**src/rtl/iram_access_ctrl.sv**
```systemverilog
// iram_access_ctrl: CPU-side sequencer for the 8051 internal RAM/SFR port.
// Byte, bit (as byte read-modify-write) and exchange requests.
module iram_access_ctrl #(
  parameter int ADDRESS_WIDTH = 8,
  parameter int READ_LAT      = 1
) (
  input  logic                     clock,
  input  logic                     reset,
  input  logic                     req_valid,
  output logic                     req_ready,
  input  logic [2:0]               req_op,
  input  logic [ADDRESS_WIDTH-1:0] req_addr,
  input  logic [ADDRESS_WIDTH-1:0] req_wdata,
  input  logic                     req_wbit,
  input  logic                     req_indirect,
  output logic                     rsp_valid,
  input  logic                     rsp_ready,
  output logic [ADDRESS_WIDTH-1:0] rsp_data,
  output logic                     rsp_bit,
  output logic [ADDRESS_WIDTH-1:0] ram_addr,
  output logic                     ram_rd,
  output logic                     ram_wr,
  output logic [ADDRESS_WIDTH-1:0] ram_in_data,
  output logic                     ram_in_bit,
  output logic                     ram_is_bit,
  output logic                     ram_indirect,
  input  logic [ADDRESS_WIDTH-1:0] ram_out
);

  localparam int AW = ADDRESS_WIDTH;
  localparam int CW = (READ_LAT > 1) ? $clog2(READ_LAT) : 1;

  localparam logic [2:0] OP_RD_BYTE = 3'd0;
  localparam logic [2:0] OP_WR_BYTE = 3'd1;
  localparam logic [2:0] OP_RD_BIT  = 3'd2;
  localparam logic [2:0] OP_WR_BIT  = 3'd3;
  localparam logic [2:0] OP_XCH     = 3'd4;

  typedef enum logic [1:0] {
    S_IDLE,
    S_READ,
    S_WRITE,
    S_RESP
  } state_t;

  state_t          state;
  state_t          state_n;

  logic [2:0]      op_q;
  logic [AW-1:0]   addr_q;
  logic [2:0]      idx_q;
  logic [AW-1:0]   wdata_q;
  logic            wbit_q;
  logic            ind_q;
  logic [AW-1:0]   rbuf;
  logic [CW-1:0]   cnt;

  logic            accept;
  logic            req_is_bit;
  logic            req_is_rsv;
  logic [AW-1:0]   bit_byte;
  logic [AW-1:0]   req_byte;
  logic            q_is_bit;
  logic            q_is_rd;
  logic            q_has_data;
  logic [AW-1:0]   merged;

  assign accept = (state == S_IDLE) && req_valid;

  // classify the incoming op
  always_comb begin
    req_is_bit = 1'b0;
    req_is_rsv = 1'b0;
    unique case (1'b1)
      (req_op == OP_RD_BIT),
      (req_op == OP_WR_BIT): req_is_bit = 1'b1;
      (req_op == OP_RD_BYTE),
      (req_op == OP_WR_BYTE),
      (req_op == OP_XCH):    req_is_bit = 1'b0;
      default:               req_is_rsv = 1'b1;
    endcase
  end

  // bit address -> byte: low space maps to 20h..2Fh, high to SFR 8-aligned
  always_comb begin
    if (req_addr[AW-1])
      bit_byte = {req_addr[AW-1:3], 3'b000};
    else
      bit_byte = AW'(8'h20) + AW'(req_addr[6:3]);
    req_byte = req_is_bit ? bit_byte : req_addr;
  end

  // classify the latched op
  always_comb begin
    q_is_bit   = (op_q == OP_RD_BIT) || (op_q == OP_WR_BIT);
    q_is_rd    = (op_q == OP_RD_BYTE) || (op_q == OP_RD_BIT);
    q_has_data = (op_q == OP_RD_BYTE) || (op_q == OP_XCH)
              || (op_q == OP_WR_BIT);
  end

  // state register
  always_ff @(posedge clock) begin
    if (!reset)
      state <= S_IDLE;
    else
      state <= state_n;
  end

  // next-state logic
  always_comb begin
    state_n = state;
    unique case (state)
      S_IDLE: begin
        if (req_valid) begin
          unique case (1'b1)
            req_is_rsv:              state_n = S_RESP;
            (req_op == OP_WR_BYTE):  state_n = S_WRITE;
            default:                 state_n = S_READ;
          endcase
        end
      end
      S_READ: begin
        if (cnt == '0)
          state_n = q_is_rd ? S_RESP : S_WRITE;
      end
      S_WRITE: state_n = S_RESP;
      S_RESP: begin
        if (rsp_ready)
          state_n = S_IDLE;
      end
      default: state_n = S_IDLE;
    endcase
  end

  // request capture, read-latency countdown and read buffer
  always_ff @(posedge clock) begin
    if (!reset) begin
      op_q    <= '0;
      addr_q  <= '0;
      idx_q   <= '0;
      wdata_q <= '0;
      wbit_q  <= 1'b0;
      ind_q   <= 1'b0;
      rbuf    <= '0;
      cnt     <= '0;
    end else if (accept) begin
      op_q    <= req_op;
      addr_q  <= req_byte;
      idx_q   <= req_addr[2:0];
      wdata_q <= req_wdata;
      wbit_q  <= req_wbit;
      ind_q   <= req_is_bit ? 1'b0 : req_indirect;
      cnt     <= CW'(READ_LAT - 1);
    end else if (state == S_READ) begin
      if (cnt == '0)
        rbuf <= ram_out;
      else
        cnt <= cnt - CW'(1);
    end
  end

  // read buffer with the addressed bit replaced
  always_comb begin
    merged        = rbuf;
    merged[idx_q] = wbit_q;
  end

  // RAM port and response outputs
  always_comb begin
    req_ready    = (state == S_IDLE);
    rsp_valid    = (state == S_RESP);
    ram_rd       = (state == S_READ);
    ram_wr       = (state == S_WRITE);
    ram_addr     = addr_q;
    ram_indirect = ind_q;
    ram_in_bit   = 1'b0;
    ram_is_bit   = 1'b0;
    ram_in_data  = '0;
    rsp_data     = '0;
    rsp_bit      = 1'b0;
    if (state == S_WRITE)
      ram_in_data = (op_q == OP_WR_BIT) ? merged : wdata_q;
    if (state == S_RESP) begin
      if (q_has_data)
        rsp_data = rbuf;
      if (q_is_bit)
        rsp_bit = rbuf[idx_q];
    end
  end

endmodule

```
**config.mk**
```make
export PLATFORM = sky130hd
export DESIGN_NAME = iram_access_ctrl
export DESIGN_NICKNAME = d
export VERILOG_FILES = /design/src/rtl/iram_access_ctrl.sv
export SDC_FILE = /design/constraint.sdc
export NUM_CORES = 1
export LEC_CHECK = 0
export CORE_ASPECT_RATIO = 0.6
export CORE_UTILIZATION = 45
export CTS_CLUSTER_DIAMETER = 100
export DETAILED_ROUTE_END_ITERATION = 8
export DONT_BUFFER_PORTS = 1
export PLACE_DENSITY = 0.67
export SLEW_MARGIN = 25
export SYNTH_ARGS = -nofsm -noshare
export SYNTH_HDL_FRONTEND = slang
export SYNTH_SLANG_ARGS = --single-unit
```
**constraint.sdc**
```tcl
create_clock -name clock -period 1.9 [get_ports clock]
set_clock_uncertainty 0.15 [all_clocks]
set_input_delay 0.095 -clock clock [delete_from_list [all_inputs] [get_ports clock]]
set_output_delay 0.095 -clock clock [all_outputs]
set_load 0.03 [all_outputs]
```
==> metrics.txt, run 1 <==
Min-Delay Path Class in -> reg; Placer Congestion 0.837; Synth area leader dfxtp_1; Crit. Startpoint idx_q[1]; synthesized area 0.00188 mm2; area grow syn2layout 31.0%; total CTS buffers 5; post-route cell area 0.00246 mm2; reg-to-reg critical path startpoint state[0]; Reg2Reg Depth 6; combinational family with the most area after synthesis simple AND/OR/NAND/NOR gates; Least-Margin Pin Slew 1.01 ns; post-layout minimum cycle time 1.91 ns; synth top area cells dfxtp_1 (36%), mux2i_1 (10%), a21boi_0 (8.4%); largest net degree at the start of global routing 35; run status finished, violations left; Yosys top cell area share 0.363; RSZ-0062 raised after global routing yes; worst-path maximum fanout 6; vias post-DR 1,658; Util after Layout 0.642; Clock transition at path regs 0.07 ns; row cnt 17; Post-DP Area 0.00195 mm2; initial core utilization 0.490; YS warnings 0; H-tree Lvls 2; die footprint 0.00444 mm2; Setup Crit Path Kind reg -> out; most frequent cells in the layout nand2_1 (40), dlygate4sd3_1 (33), dfxtp_1 (31), a21boi_0 (21), mux2i_1 (19); initial DRC count 51; # setup viols final 1; Compound-Gate Fraction of Synth Area 0.192; clk buf depth 2; number of global-route vias before repair 1,560; CTS tree built; register-to-register setup slack 0.17 ns; number of antenna violations at the first check in global routing 0; Core ar. 0.00383 mm2; WL per Instance 15.0 um; Post-DRT Antenna Nets 0; adder-cell share of the synthesized area 0.0334; Pins Over Slew Limit 0; Fin. Hold Viols 0; Yosys cell types 38; final worst-path setup slack -0.00579 ns; gr usage total 0.223; global-route wire length before repair 7.54 mm; startpoint types flip-flop; Mapped Cells 227; Diodes inserted 0; share of cells above drive strength 1 0.157; Max-Slew Margin vs Limit 0.327; Post-DP HPWL 3.12 mm; Synth Area in Simple Gates 0.241; CP Data Required Time 1.65 ns; failing checks setup timing; FF-to-FF End state[0]; Die Y 52.0 um; CP Capture Point ram_in_data[2]; Final nets 305; Congestion Overflow GR 0; xor/xnor share of the synthesized area 0; die width 85.3 um; Max Clk Rate 525 MHz; Hold Crit Start req_addr[7]; PwrDens 1220 mW/mm2; register area share after synthesis 0.363; Buffers on Ports 0; crit end category output pin; #FFs+latches synth 34; Sink Count 34; Clk Latency, worst-skew pair 0.28 ns; Tcrit/Tclk final 1.00; mean post-synth cell area 8.26 um2; commonest non-fill, non-tap cell in the layout nand2_1; Worst Path Arrival 1.66 ns; DR DRC count 0; Post-Route WL 4.73 mm; Pre-antenna DRT Iters 4; worst hold slack 0.00359 ns; CTS Root Cell clkbuf_8; Peak VDD IR 0.572 mV; I/O pin cnt 65; Pleak 0.980 nW; DR vias/cell 5.26; Maximum Capacitance Violations 0; mux contribution to synthesized area 0.101
==> registers in the layout, indices dropped and copies added, names as in the netlist <==
signal,count
wbit_q,1
idx_q,3
wdata_q,8
ram_addr,8
op_q,3
ram_indirect,1
state,2
rbuf,8
==> repair_timing <==
item,in CTS,in global routing
setup buffers,0,2
gates resized for setup,4,12
hold buffers,33,0
hold endpoints to repair,34,0
endpoints found under the setup margin,2,17
pin swaps,1,2
==> through the flow <==
step | setup WS, ns | power [mW] | std cells | TNS, ns
finish | -0.00579 | 3.01 | 315 | -0.00579
global route | -0.0228 | 3.18 | 315 | -0.0382
floorplan | 0.128 | 1.87 | 228 | 0
CTS | 0.00374 | 2.98 | 313 | 0
detailed placement | 0.226 | 2.09 | 272 | 0
global placement | 0.261 | 2.08 | 272 | 0
==> final cells by class <==
type | instances | area [um2]
clock inverters | 2 | 60.1
fillers | 336 | 1370
flip-flops and latches | 34 | 689
clock buffers | 6 | 82.6
multi-input cells | 170 | 1090
inverters | 6 | 22.5
repair buffers | 50 | 455
well taps | 47 | 58.8
==> cell usage after synthesis (all sizes together) <==
cell and instances:
a211o 1, a211oi 4, a21boi 21, a21o 1, a21oi 10, a222oi 1, a22oi 1, a31oi 1
and2 10, and3b 2, buf 13, clkbuf 5, conb 1, dfxtp 34, ha 5, inv 6
mux2i 19, nand2 40, nand2b 1, nand3 2, nand3b 1, nor2 13, nor2b 9, nor3 3
nor3b 7, nor4bb 1, o2111a 1, o211ai 2, o21ai 10, o22ai 1, or3 1
==> worst max-delay path, stage by stage (launching register included) <==
cell	delay, ns
dfxtp_4	0.38
clkbuf_2	0.17
inv_1	0.08
nor3_1	0.21
mux2i_1	0.24
a21oi_1	0.11
buf_4	0.18
==> kinds of logic after synthesis <==
kind of cell               Yosys count
and+or+nand+nor                     90
AOI/OAI and AO/OA                   54
DFF                                 34
buffers and inverters               24
muxes                               19
adders and majority gates            5
other                                1
==> power breakdown <==
group / switching (mW) / internal, mW / total [mW]
Combinational: 0.628 / 0.443 / 1.07
Sequential: 0.235 / 0.872 / 1.11
Clock: 0.269 / 0.560 / 0.828
Total: 1.13 / 1.87 / 3.01
==> metal layers <==
metal  routed length [um]  vias up  track usage
li1                     -      850            -
met1                 2320      748        0.306
met2                 2000       58        0.343
met3                  398        2       0.0698
met4                   14        0       0.0556
met5                    0        -            0
==> how the worst min path moves through the flow <==
| stage | cells after the start | to |
|---|---|---|
| after floorplan | 2 | ram_addr[5] |
| after global placement | 1 | rbuf[6] |
| after detailed placement | 1 | rbuf[7] |
| after CTS | 3 | ram_addr[0] |
| after global routing | 3 | ram_addr[1] |
| final | 3 | ram_addr[0] |
(Power assumes the default switching activity.)
==> run 2, diff against run 1 <==
CORE_UTILIZATION = 62   (was 45)
PLACE_DENSITY = 0.78   (was 0.67)
==> run 2 against run 1 <==
The run still ends with setup timing left. Sequential power hardly changed. Routed wire length is 15% higher. Critical path depth is 2 lower. First-iteration DRC count increased to 5.5 times the previous value. Count of clock-buffer cells in the layout stayed put. Register-to-register slack worse by 0.10 ns. Combinational power increased by 9%. Non-clock buffer count is 2 lower. Global-route usage increased by 13 points.
==> metrics.txt, run 2 (same netlist as run 1, synthesis figures left out) <==
run status finished, violations left; failing checks setup timing; number of global-route vias before repair 1,754 (+12%); worst-path maximum fanout 11 (+5); Post-DRT Antenna Nets 0 (unchanged); Buffers on Ports 0 (unchanged); initial core utilization 0.653 (+0.163); gr usage total 0.350 (+0.127); vias post-DR 1,856 (+12%); Maximum Capacitance Violations 0 (unchanged); RSZ-0062 raised after global routing yes; die width 73.0 um (-14%); commonest non-fill, non-tap cell in the layout nand2_1; startpoint types flip-flop; clk buf depth 2 (unchanged); Pleak 0.964 nW (-1.7%); Util after Layout 0.847 (+0.205); most frequent cells in the layout nand2_1 (40), dlygate4sd3_1 (32), dfxtp_1 (31), a21boi_0 (21), mux2i_1 (19); # setup viols final 1 (unchanged); share of cells above drive strength 1 0.155 (-0.00200); Clock transition at path regs 0.07 ns (about the same); Least-Margin Pin Slew 0.961 ns (-0.0447 ns); CP Data Required Time 1.65 ns (about the same); area of the multi-input gates 0.00110 mm2 (+0.92%); Diodes inserted 0 (unchanged); dpl ws 0.190 ns (-0.0357 ns); Pre-antenna DRT Iters 4 (unchanged); area grow syn2layout 29.7%; Congestion Overflow GR 0 (unchanged); Post-DP HPWL 3.29 mm (+5.3%); Die Y 44.6 um (-14%); H-tree Lvls 2 (unchanged); crit end category output pin; I/O pin cnt 65 (unchanged); row cnt 15 (-2); placed cells 268 (-1.5%); initial DRC count 279 (+450%); Max Clk Rate 526 MHz (+0.15%); global-route wire length before repair 8.40 mm (+11%); Max-Slew Margin vs Limit 0.357 (+0.0299); die footprint 0.00326 mm2 (-27%); Sink Count 34 (unchanged); Pins Over Slew Limit 0 (unchanged); postcts setup bufs 0 (unchanged); Final nets 303 (-0.66%); largest net degree at the start of global routing 35 (unchanged); CTS tree built; post-layout minimum cycle time 1.90 ns (-0.00292 ns); Placer Congestion 1.05 (+25%); PwrDens 1230 mW/mm2 (+0.17%); final worst-path setup slack -0.00287 ns (+0.00292 ns); Setup Crit Path Kind reg -> out; Tcrit/Tclk final 1.00 (-0.00154); DR vias/cell 6.05 (+15%); Finished Layout Cells 307 (-2.5%); Worst Path Arrival 1.66 ns (about the same); WL per Instance 17.7 um (+18%); DR DRC count 0 (unchanged); total CTS buffers 5 (unchanged); Fin. Hold Viols 0 (unchanged); Peak VDD IR 0.794 mV (+39%); FF+latch area 689 um2 (unchanged); register-to-register setup slack 0.07 ns (-0.10 ns); Min-Delay Path Class in -> reg; CTS Root Cell clkbuf_8; number of antenna violations at the first check in global routing 0 (unchanged); Core ar. 0.00287 mm2 (-25%); Post-Route WL 5.43 mm (+15%); Fill cells 158 (-53%); Clk Latency, worst-skew pair 0.29 ns (about the same)
-- run 2: changes by cell type in the layout (fill, tap and decap cells not counted), sizes merged --
cell         previous run  this run
bufinv                  2         1
dlygate4sd3            33        32
clkbuf                  7         6
-- run 2: area by class of cell --
class	instances	area share
inverters	6	0.00926
clock buffers	6	0.0340
well taps	42	0.0216
flip-flops and latches	34	0.283
repair buffers	48	0.188
multi-input cells	170	0.452
clock inverters	1	0.0123
-- run 2: through the flow --
step / area [um2] / setup TNS (ns) / hold WS (ns) / total power, mW
after floorplan: 1880 / 0 / 0.0871 / 1.87
after global placement: 1960 / 0 / 0.0787 / 2.07
after global routing: 2430 / -0.0623 / 0.0432 / 3.11
after detailed placement: 1960 / 0 / 0.0833 / 2.14
final: 2430 / -0.00287 / 0.0324 / 2.98
after CTS: 2400 / 0 / 0.0523 / 2.90
-- run 2: final timing paths --
kind                                 start         end  cells past startpoint
worst max-delay path              idx_q[1]     rsp_bit                      4
worst min-delay path             req_op[0]    state[1]                      3
worst max register to register    state[0]    state[0]                      6
worst min register to register  wdata_q[2]  wdata_q[2]                      2
-- run 2: report_power, final --
| part | internal [mW] | switching [mW] | leakage [nW] |
|---|---|---|---|
| Clock | 0.420 | 0.264 | 0.0573 |
| Sequential | 0.873 | 0.255 | 0.281 |
| Combinational | 0.484 | 0.685 | 0.626 |
-- run 2: layer usage --
metal | wire [um] | global-route usage | part of all wire | up-vias
met4 | 170 | 0.153 | 0.031 | 0
met1 | 2290 | 0.438 | 0.42 | 882
met5 | 0 | 0 | 0 | -
li1 | - | - | - | 845
met3 | 451 | 0.0866 | 0.083 | 22
met2 | 2520 | 0.581 | 0.46 | 107
-- run 2: worst max-delay path, stage by stage, from the launching register on --
cell and delay (ns):
dfxtp_4 0.38, and2_2 0.22, a222oi_1 0.35, nor2_1 0.09
o2111a_2 0.34
-- run 2: timing repair --
item | CTS | global route
cloned | 0 | 0
hold buffers | 32 | 0
pin swaps | 0 | 2
gates resized for setup | 5 | 13
setup endpoints to repair | 3 | 14
hold endpoints to repair | 34 | 0
